<file path="src/rtl/cpu_run_controller.sv">
// Run controller: resets the CPU, runs it under a cycle budget, then streams out a state dump.
// Define RUN_CTRL_MEM_DUMP_EN to append the memory dump after the register-file dump.
module cpu_run_controller #(
  parameter int DATA_WIDTH     = 16,
  parameter int ADDR_WIDTH     = 8,
  parameter int CNT_WIDTH      = 16,
  parameter int RESET_CYCLES   = 2,
  parameter int REG_COUNT      = 8,
  parameter int MEM_DUMP_DEPTH = 15
) (
  input  logic                  clk_i,
  input  logic                  reset_ni,
  input  logic                  start_i,
  input  logic                  abort_i,
  input  logic [CNT_WIDTH-1:0]  cycles_i,
  input  logic                  cpu_halt_i,
  output logic                  cpu_reset_no,
  output logic                  cpu_en_o,
  output logic                  dump_req_o,
  output logic                  dump_sel_o,
  output logic [ADDR_WIDTH-1:0] dump_addr_o,
  input  logic                  dump_ack_i,
  input  logic [DATA_WIDTH-1:0] dump_data_i,
  output logic                  out_valid_o,
  input  logic                  out_ready_i,
  output logic [DATA_WIDTH-1:0] out_data_o,
  output logic                  out_last_o,
  output logic                  busy_o,
  output logic                  done_o,
  output logic [1:0]            status_o,
  output logic [CNT_WIDTH-1:0]  cycle_count_o
);

  localparam int RST_W = (RESET_CYCLES > 1) ? $clog2(RESET_CYCLES) : 1;
  localparam logic [RST_W-1:0]      RST_LAST = RST_W'(RESET_CYCLES - 1);
  localparam logic [ADDR_WIDTH-1:0] REG_LAST = ADDR_WIDTH'(REG_COUNT - 1);
  localparam logic [ADDR_WIDTH-1:0] MEM_LAST = ADDR_WIDTH'(MEM_DUMP_DEPTH - 1);
`ifdef RUN_CTRL_MEM_DUMP_EN
  localparam bit MEM_EN = 1'b1;
`else
  localparam bit MEM_EN = 1'b0;
`endif

  typedef enum logic [2:0] {IDLE, RESET, RUN, DUMP_REG, DUMP_MEM, DONE} state_t;

  state_t                state, state_next, dump_first;
  logic [CNT_WIDTH-1:0]  budget, count, count_inc;
  logic [1:0]            status;
  logic [RST_W-1:0]      rst_cnt;
  logic                  req, valid, last;
  logic [ADDR_WIDTH-1:0] addr;
  logic [DATA_WIDTH-1:0] data;
  logic                  active, abort_act, run_stop, ack_take, xfer, final_word;

  always_comb begin
    state_next = state;
    dump_first = DONE;
    if (REG_COUNT > 0)
      dump_first = DUMP_REG;
    else if (MEM_EN)
      dump_first = DUMP_MEM;
    count_inc  = (count == '1) ? count : count + 1'b1;
    active     = (state == RESET) || (state == RUN) || (state == DUMP_REG) || (state == DUMP_MEM);
    abort_act  = active && abort_i;
    // The budget compare uses the post-increment count so a budget of B gives exactly B RUN cycles.
    run_stop   = (state == RUN) && (cpu_halt_i || ((budget != '0) && (count_inc == budget)));
    ack_take   = req && dump_ack_i;
    xfer       = valid && out_ready_i;
    final_word = (state == DUMP_MEM) ? (addr == MEM_LAST) : ((addr == REG_LAST) && !MEM_EN);
    case (state)
      IDLE, DONE: if (start_i) state_next = RESET;
      RESET:      if (rst_cnt == RST_LAST) state_next = RUN;
      RUN:        if (run_stop) state_next = dump_first;
      DUMP_REG:   if (xfer && (addr == REG_LAST)) state_next = MEM_EN ? DUMP_MEM : DONE;
      DUMP_MEM:   if (xfer && (addr == MEM_LAST)) state_next = DONE;
      default:    state_next = IDLE;
    endcase
    if (abort_act)
      state_next = DONE;
  end

  always_ff @(posedge clk_i) begin
    if (!reset_ni)
      state <= IDLE;
    else
      state <= state_next;
  end

  always_ff @(posedge clk_i) begin
    if (!reset_ni) begin
      budget  <= '0;
      count   <= '0;
      status  <= 2'b00;
      rst_cnt <= '0;
      req     <= 1'b0;
      valid   <= 1'b0;
      last    <= 1'b0;
      addr    <= '0;
      data    <= '0;
    end else begin
      if (state == RESET)
        rst_cnt <= rst_cnt + 1'b1;
      else
        rst_cnt <= '0;
      if (((state == IDLE) || (state == DONE)) && start_i) begin
        budget <= cycles_i;
        count  <= '0;
        status <= 2'b00;
        addr   <= '0;
      end
      if (state == RUN)
        count <= count_inc;
      if (abort_act) begin
        status <= 2'b11;
        req    <= 1'b0;
        valid  <= 1'b0;
        last   <= 1'b0;
      end else begin
        if (run_stop) begin
          status <= cpu_halt_i ? 2'b01 : 2'b10;
          addr   <= '0;
          req    <= (dump_first != DONE);
        end
        // req and valid are never high together, so capture and transfer cannot collide.
        if (ack_take) begin
          data  <= dump_data_i;
          req   <= 1'b0;
          valid <= 1'b1;
          last  <= final_word;
        end
        if (xfer) begin
          valid <= 1'b0;
          last  <= 1'b0;
          if (!last) begin
            req  <= 1'b1;
            addr <= ((state == DUMP_REG) && (addr == REG_LAST)) ? '0 : addr + 1'b1;
          end
        end
      end
    end
  end

  assign cpu_reset_no  = (state != RESET);
  assign cpu_en_o      = (state == RUN);
  assign dump_req_o    = req;
  assign dump_addr_o   = addr;
  assign out_valid_o   = valid;
  assign out_data_o    = data;
  assign out_last_o    = last;
  assign busy_o        = active;
  assign done_o        = (state == DONE);
  assign status_o      = status;
  assign cycle_count_o = count;
`ifdef RUN_CTRL_MEM_DUMP_EN
  assign dump_sel_o    = (state == DUMP_MEM);
`else
  assign dump_sel_o    = 1'b0;
`endif

endmodule

</file>
<file path="config.mk">
export PLATFORM = sky130hd
export DESIGN_NAME = cpu_run_controller
export DESIGN_NICKNAME = d
export VERILOG_FILES = /design/src/rtl/cpu_run_controller.sv
export SDC_FILE = /design/constraint.sdc
export NUM_CORES = 1
export LEC_CHECK = 0
export CAP_MARGIN = 5
export CORE_ASPECT_RATIO = 0.6
export CORE_MARGIN = 2
export CORE_UTILIZATION = 40
export DETAILED_ROUTE_END_ITERATION = 6
export PLACE_DENSITY = 0.72
export SYNTH_ARGS = -nofsm -noshare
export SYNTH_HDL_FRONTEND = slang
export SYNTH_SLANG_ARGS = --single-unit
export TNS_END_PERCENT = 20
</file>
<file path="constraint.sdc">
create_clock -name clk_i -period 3.4 [get_ports clk_i]
set_clock_uncertainty 0.05 [all_clocks]
set_input_delay 1.02 -clock clk_i [delete_from_list [all_inputs] [get_ports clk_i]]
set_output_delay 1.02 -clock clk_i [all_outputs]
set_load 0.01 [all_outputs]
</file>
**Yosys cells after proc, flatten, opt, wreduce, memory -nomap -nowiden**

Index checks and enable logic that the tools add are counted.

- $add $sub $neg: 3
- Equality and inequality tests: 20
- Mux-type cells: 25
- Bitwise gates (word level): 2
- Reduce and logical (&&, ||, !) cells: 25

Operators with widths:

| operator | count |
|---|---|
| two-way mux 16 bit | 3 |
| two-way mux 8 bit | 6 |
| two-way mux 3 bit | 6 |
| adder 16 x 1 -> 16 bit, second input constant | 1 |
| == test 16 bit | 1 |
| == test 16 bit, second input constant | 1 |
| nonzero test 16 bit | 1 |
| case mux 3 bit (5 select lines) | 1 |
| AND reduction 5 bit | 2 |
| logical AND 1 bit | 9 |
| != test 3 bit, second input constant | 3 |
| adder 8 x 1 -> 8 bit, second input constant | 1 |
| == test 8 x 3 -> 1 bit, second input constant | 1 |
| == test 8 x 4 -> 1 bit, second input constant | 1 |
| two-way mux 2 bit | 4 |
| == test 3 x 2 -> 1 bit, second input constant | 2 |
| == test 3 bit, second input constant | 2 |
| != test 2 bit, second input constant | 3 |
| != test 3 x 1 -> 1 bit, second input constant | 2 |
| logical OR 1 bit | 5 |
| two-way mux 1 bit | 5 |
| != test 2 x 1 -> 1 bit, second input constant | 2 |
| AND reduction 2 bit | 2 |
| OR reduction 2 bit | 2 |
| other kinds (8) | 9 |

- Bits in registers: 65
- Input port bits: 39
- Output and inout bits: 50
- Word-level logic and storage cells: 86

**Logic depth before layout (Yosys ltp)**

- Word-level depth: 10
- Depth in mapped cells: 10
- Mapped depth without buffers: 10

**Worst setup path after synthesis**

OpenSTA, ideal clock, no wires.

- Path kind: register to register
- From: register count[1] (netlist: cycle_count_o[1])
- To: register addr[4] (netlist: dump_addr_o[4])
- Library setup time: 0.133 ns
- Data arrival time: 2.517 ns
- Required time: 3.217 ns
- Setup slack: 0.700 ns
- Cell stages (with the launch flop): 11
- Buffers on the path: 1
- Cell sequence: dfxtp_1 > ha_1 > clkbuf_1 > nand3_1 > nor4_1 > mux2i_1 > a2111oi_2 > o2111ai_1 > nor3_4 > o31a_4 > o221ai_1

- Cells in the longest elaborated chain, start to end: 10

Ends and longest elaborated chain:

| item | RTL line | RTL |
|---|---|---|
| from (decl) | 47 | `logic [CNT_WIDTH-1:0] budget, count, count_inc;` |
| from (signal assigned) | 112 | `count <= count_inc;` |
| adder 16 x 1 -> 16 bit or == test 16 bit (tied branches) | 62 | `count_inc = (count == '1) ? count : count + 1'b1;` |
| two-way mux 16 bit * | 62 |  |
| == test 16 bit * | 66 | `run_stop = (state == RUN) && (cpu_halt_i \|\| ((budget != '0) && (count_inc == budget)));` |
| logical AND 1 bit * | 66 |  |
| logical OR 1 bit * | 66 |  |
| logical AND 1 bit * | 66 |  |
| two-way mux 8 bit * | 119 | `if (run_stop) begin` |
| two-way mux 8 bit | 134 | `if (!last) begin` |
| two-way mux 8 bit * | 131 | `if (xfer) begin` |
| two-way mux 8 bit * | 113 | `if (abort_act) begin` |
| to (signal assigned) | 136 | `addr <= ((state == DUMP_REG) && (addr == REG_LAST)) ? '0 : addr + 1'b1;` |
| to (decl) | 51 | `logic [ADDR_WIDTH-1:0] addr;` |

Every way passes the cells marked *; elsewhere a longest branch is shown, timed or not.
A chain may end at the register's enable or synchronous reset.

**Final worst setup path**

- From: register count[10] (netlist: cycle_count_o[10])
- To: register addr[3] (netlist: dump_addr_o[3])

Same word-level chain as after synthesis.

==> flow_metrics.tcl <==
set metrics [dict create \
    outcome "complete, no violations" \
    global_route.usage.total_pct 24.97 \
    postSynthRegisterBits 65 \
    tightestPinTransition_ns 0.6840 \
    synth_enable_flop_cells 0 \
    gpl.final_weighted_congestion 0.9669 \
    final.setup.tns_ns 0 \
    drive_gt1_share_pct 9.797 \
    grt_remaining_overflow 0 \
    maxSlewHeadroom_pct 53.82 \
    async_flop_share_pct 0 \
    pins_over_slew_limit 0 \
    post-route-drc-count 0 \
    dr.pass1.iters 5 \
    power_dens_cells_nw_per_um2 509.5 \
    static_leakage_nw 1.750 \
    rsz_0062_raised_after_global_routing "false" \
    average_vias_per_placed_instance 5.769 \
    number_of_synthesis_warnings 0 \
    place_area_um2 4786 \
    tritoncts.num_buffers 9 \
    seq_area_frac_synth_pct 34.33 \
    clkTransAtPathRegs_ns 0.06 \
    place_worst_setup_slack_ns 0.2829 \
    synthToLayoutAreaGrowth_pct 34.07 \
    detail_route.wl_per_cell_um 17.43 \
    floorplan.initialDensity_pct 41.24 \
    initial_antenna_violation_count 0 \
    final_nets 629 \
    cts_buffer_depth 2 \
    ioPinCount 89 \
    vdd_ir_drop_max_mv 0.2851 \
    final_core_utilization_pct 55.30 \
    criticalPathCategory "register to register" \
    yosys.cell_types.count 63 \
    critPathArrivalTime_ns 3.29 \
    achievable-frequency_ghz 0.3198 \
    number_of_buffers_inserted_by_port_buffering 87 \
    final_design_area_no_fill_um2 5081 \
    fp.coreArea_um2 9189 \
    vias_post_dr 4165 \
    setup.worst_path.start_class "register" \
    shortest_clock_period_the_worst_path_allows_after_layout_ns 3.127 \
    dp_cells 705 \
    synth-main-ff-cell "sky130_fd_sc_hd__dfxtp_1" \
    synth.cell_area_um2 3790 \
    post_route_clock_period_utilization_pct 91.98 \
    clockRootBuffer "sky130_fd_sc_hd__clkbuf_16" \
    crit_path_end_kind "register" \
    syn-mean-instance-area_um2 7.610 \
    finalWirelength_um 12590 \
    htree_num_levels 3 \
    hold_path.class "register to register" \
    worstSkewPairLatency_ns 0.34 \
    design.die.area_um2 10290 \
    max_cap_violations 0 \
    num_clock_sinks 65 \
    largest_net_degree_at_the_start_of_global_routing 36 \
    fp.dieH_um 79.40 \
    timing.final.hold_violations 0 \
    grt_pass1_vias 3732 \
    final_count_of_negative_setup_slack_endpoints 0 \
    grt_pass1_wl_um 19740 \
    tritoncts_clock_tree "done" \
    die_x_um 129.7 \
    netlist_instances 498 \
    initialDrtViolationCount 483 \
    fin_ws_ns 0.2726 \
    final.fill_count 876 \
    syn_nets 540 \
    critPathMaxFanout 9 \
    antenna_cells_inserted 0 \
    stdcell_count 722 \
    rows 27 \
    ant_nets 0 \
    critPathRequiredTime_ns 3.56 \
    detailedPlacementHpwl_um 9238 \
]
## final cells by class
type	instances	area, µm²	share of cell area [%]
well taps	130	162.7	3.201
clock inverters	6	58.81	1.157
repair buffers	112	1059	20.83
clock buffers	10	229.0	4.506
inverters	7	26.28	0.5171
multi-input cells	392	2245	44.18
flip-flops and latches	65	1301	25.61
## layout by cell type (no fill, tap or decap), types with 9 or more instances in the layout
cell / synthesis / routed
sky130_fd_sc_hd__nand3_1: 20 / 20
sky130_fd_sc_hd__nor2_1: 34 / 34
sky130_fd_sc_hd__nor4_1: 11 / 11
sky130_fd_sc_hd__buf_4: 10 / 25
sky130_fd_sc_hd__dfxtp_1: 65 / 65
sky130_fd_sc_hd__clkdlybuf4s50_1: 0 / 87
sky130_fd_sc_hd__o21ai_0: 25 / 25
sky130_fd_sc_hd__nand2_1: 97 / 97
sky130_fd_sc_hd__nor3_1: 15 / 15
sky130_fd_sc_hd__xnor2_1: 15 / 15
sky130_fd_sc_hd__a21oi_1: 59 / 59
sky130_fd_sc_hd__clkbuf_16: 0 / 9
## routing by layer
metal	vias to the layer above	GRT usage [%]	wire (µm)
li1	1971	-	-
met2	230	32.57	4934
met1	1945	36.64	5839
met4	0	7.097	157
met5	-	0	0
met3	19	10.59	1658
## logic make-up (layout without fill, tap and decap cells)
kind of cell,Yosys count,after routing,share of synthesized area [%]
other cells,1,1,0.09895
buf+inv,41,135,6.438
xor+xnor,21,21,4.853
simple gates,235,235,31.43
flops,65,65,34.33
mux,6,6,1.618
fa+ha+maj,3,3,0.9905
compound gates,126,126,20.24
## state kept, by name, summed over array words and instances, names as in the netlist
signal	cells
out_last_o	1
dump_req_o	1
out_data_o	16
budget	16
dump_addr_o	8
cycle_count_o	16
status_o	2
state	3
rst_cnt	1
out_valid_o	1
## where the power goes
group | switching [W] | total [W] | internal, W
logic | 0.000416 | 0.000743 | 0.000326
clock network | 0.000356 | 0.000919 | 0.000563
registers | 0.0000992 | 0.000927 | 0.000828
total | 0.000871 | 0.00259 | 0.00172
## repair_timing
| item | 4_1_cts | 5_1_grt |
|---|---|---|
| setup buffers | 0 | 1 |
| resized for setup | 0 | 0 |
| hold buffers | 0 | 0 |
| endpoints found under the setup margin | 0 | 9 |
## critical path, cell delays in order (launching register included)
cell and delay, ns:
sky130_fd_sc_hd__dfxtp_1 0.50, sky130_fd_sc_hd__nand4_2 0.28, sky130_fd_sc_hd__o41a_1 0.52, sky130_fd_sc_hd__or4_1 0.48, sky130_fd_sc_hd__a222oi_1 0.29, sky130_fd_sc_hd__o2111ai_1 0.22
sky130_fd_sc_hd__nor3_4 0.30, sky130_fd_sc_hd__o31a_4 0.23, sky130_fd_sc_hd__o221ai_1 0.14
## path summary, 6_finish.rpt
path	slack, ns	from	end	depth (start not counted)
worst max-delay path	0.27	cycle_count_o[10]$_SDFFE_PN0P_	dump_addr_o[3]$_SDFF_PN0_	8
worst max register to register	0.27	cycle_count_o[10]$_SDFFE_PN0P_	dump_addr_o[3]$_SDFF_PN0_	8
worst min register to register	0.38	rst_cnt$_SDFF_PN0_	rst_cnt$_SDFF_PN0_	1
worst min-delay path	0.38	rst_cnt$_SDFF_PN0_	rst_cnt$_SDFF_PN0_	1
## cell usage after synthesis (2+ instances only)
master | n | share of area, %
sky130_fd_sc_hd__or4_1 | 6 | 1.2
sky130_fd_sc_hd__nand3b_1 | 3 | 0.59
sky130_fd_sc_hd__buf_4 | 10 | 2.0
sky130_fd_sc_hd__clkbuf_1 | 16 | 1.6
sky130_fd_sc_hd__and2_1 | 4 | 0.66
sky130_fd_sc_hd__nand4_2 | 4 | 1.3
sky130_fd_sc_hd__or3_1 | 8 | 1.3
sky130_fd_sc_hd__nor4_1 | 11 | 1.8
sky130_fd_sc_hd__o22ai_1 | 3 | 0.50
sky130_fd_sc_hd__xnor2_1 | 15 | 3.5
sky130_fd_sc_hd__o21ai_0 | 25 | 3.3
sky130_fd_sc_hd__nand3_1 | 20 | 2.6
sky130_fd_sc_hd__a31oi_1 | 8 | 1.3
sky130_fd_sc_hd__o21a_1 | 5 | 0.99
sky130_fd_sc_hd__a21oi_1 | 59 | 7.8
sky130_fd_sc_hd__xor2_1 | 6 | 1.4
sky130_fd_sc_hd__or2_2 | 2 | 0.33
sky130_fd_sc_hd__and4_1 | 3 | 0.69
sky130_fd_sc_hd__nor2_1 | 34 | 3.4
sky130_fd_sc_hd__inv_1 | 7 | 0.69
sky130_fd_sc_hd__nor3_1 | 15 | 2.0
sky130_fd_sc_hd__nor3b_1 | 2 | 0.40
sky130_fd_sc_hd__dfxtp_1 | 65 | 34
sky130_fd_sc_hd__nand4_1 | 8 | 1.3
sky130_fd_sc_hd__nand4b_1 | 2 | 0.46
sky130_fd_sc_hd__o21bai_1 | 2 | 0.40
sky130_fd_sc_hd__ha_1 | 3 | 0.99
sky130_fd_sc_hd__o21ai_1 | 2 | 0.26
sky130_fd_sc_hd__buf_6 | 5 | 1.5
sky130_fd_sc_hd__o221ai_1 | 2 | 0.46
sky130_fd_sc_hd__and3_1 | 3 | 0.50
sky130_fd_sc_hd__o31ai_1 | 2 | 0.40
sky130_fd_sc_hd__nand2b_1 | 6 | 0.99
sky130_fd_sc_hd__a211oi_1 | 2 | 0.40
sky130_fd_sc_hd__mux2i_1 | 5 | 1.3
sky130_fd_sc_hd__a311oi_1 | 2 | 0.46
sky130_fd_sc_hd__nand2_1 | 97 | 9.6
## per-stage QoR
stage | total power [W] | hold slack, ns
after detailed placement | 0.001671 | 0.3833
after floorplan | 0.001415 | 0.3468
after global placement | 0.001664 | 0.3607
after global routing | 0.002724 | 0.3979
final | 0.002589 | 0.3815
after CTS | 0.002597 | 0.3912
No activity file was read; power rests on OpenSTA's default activity.
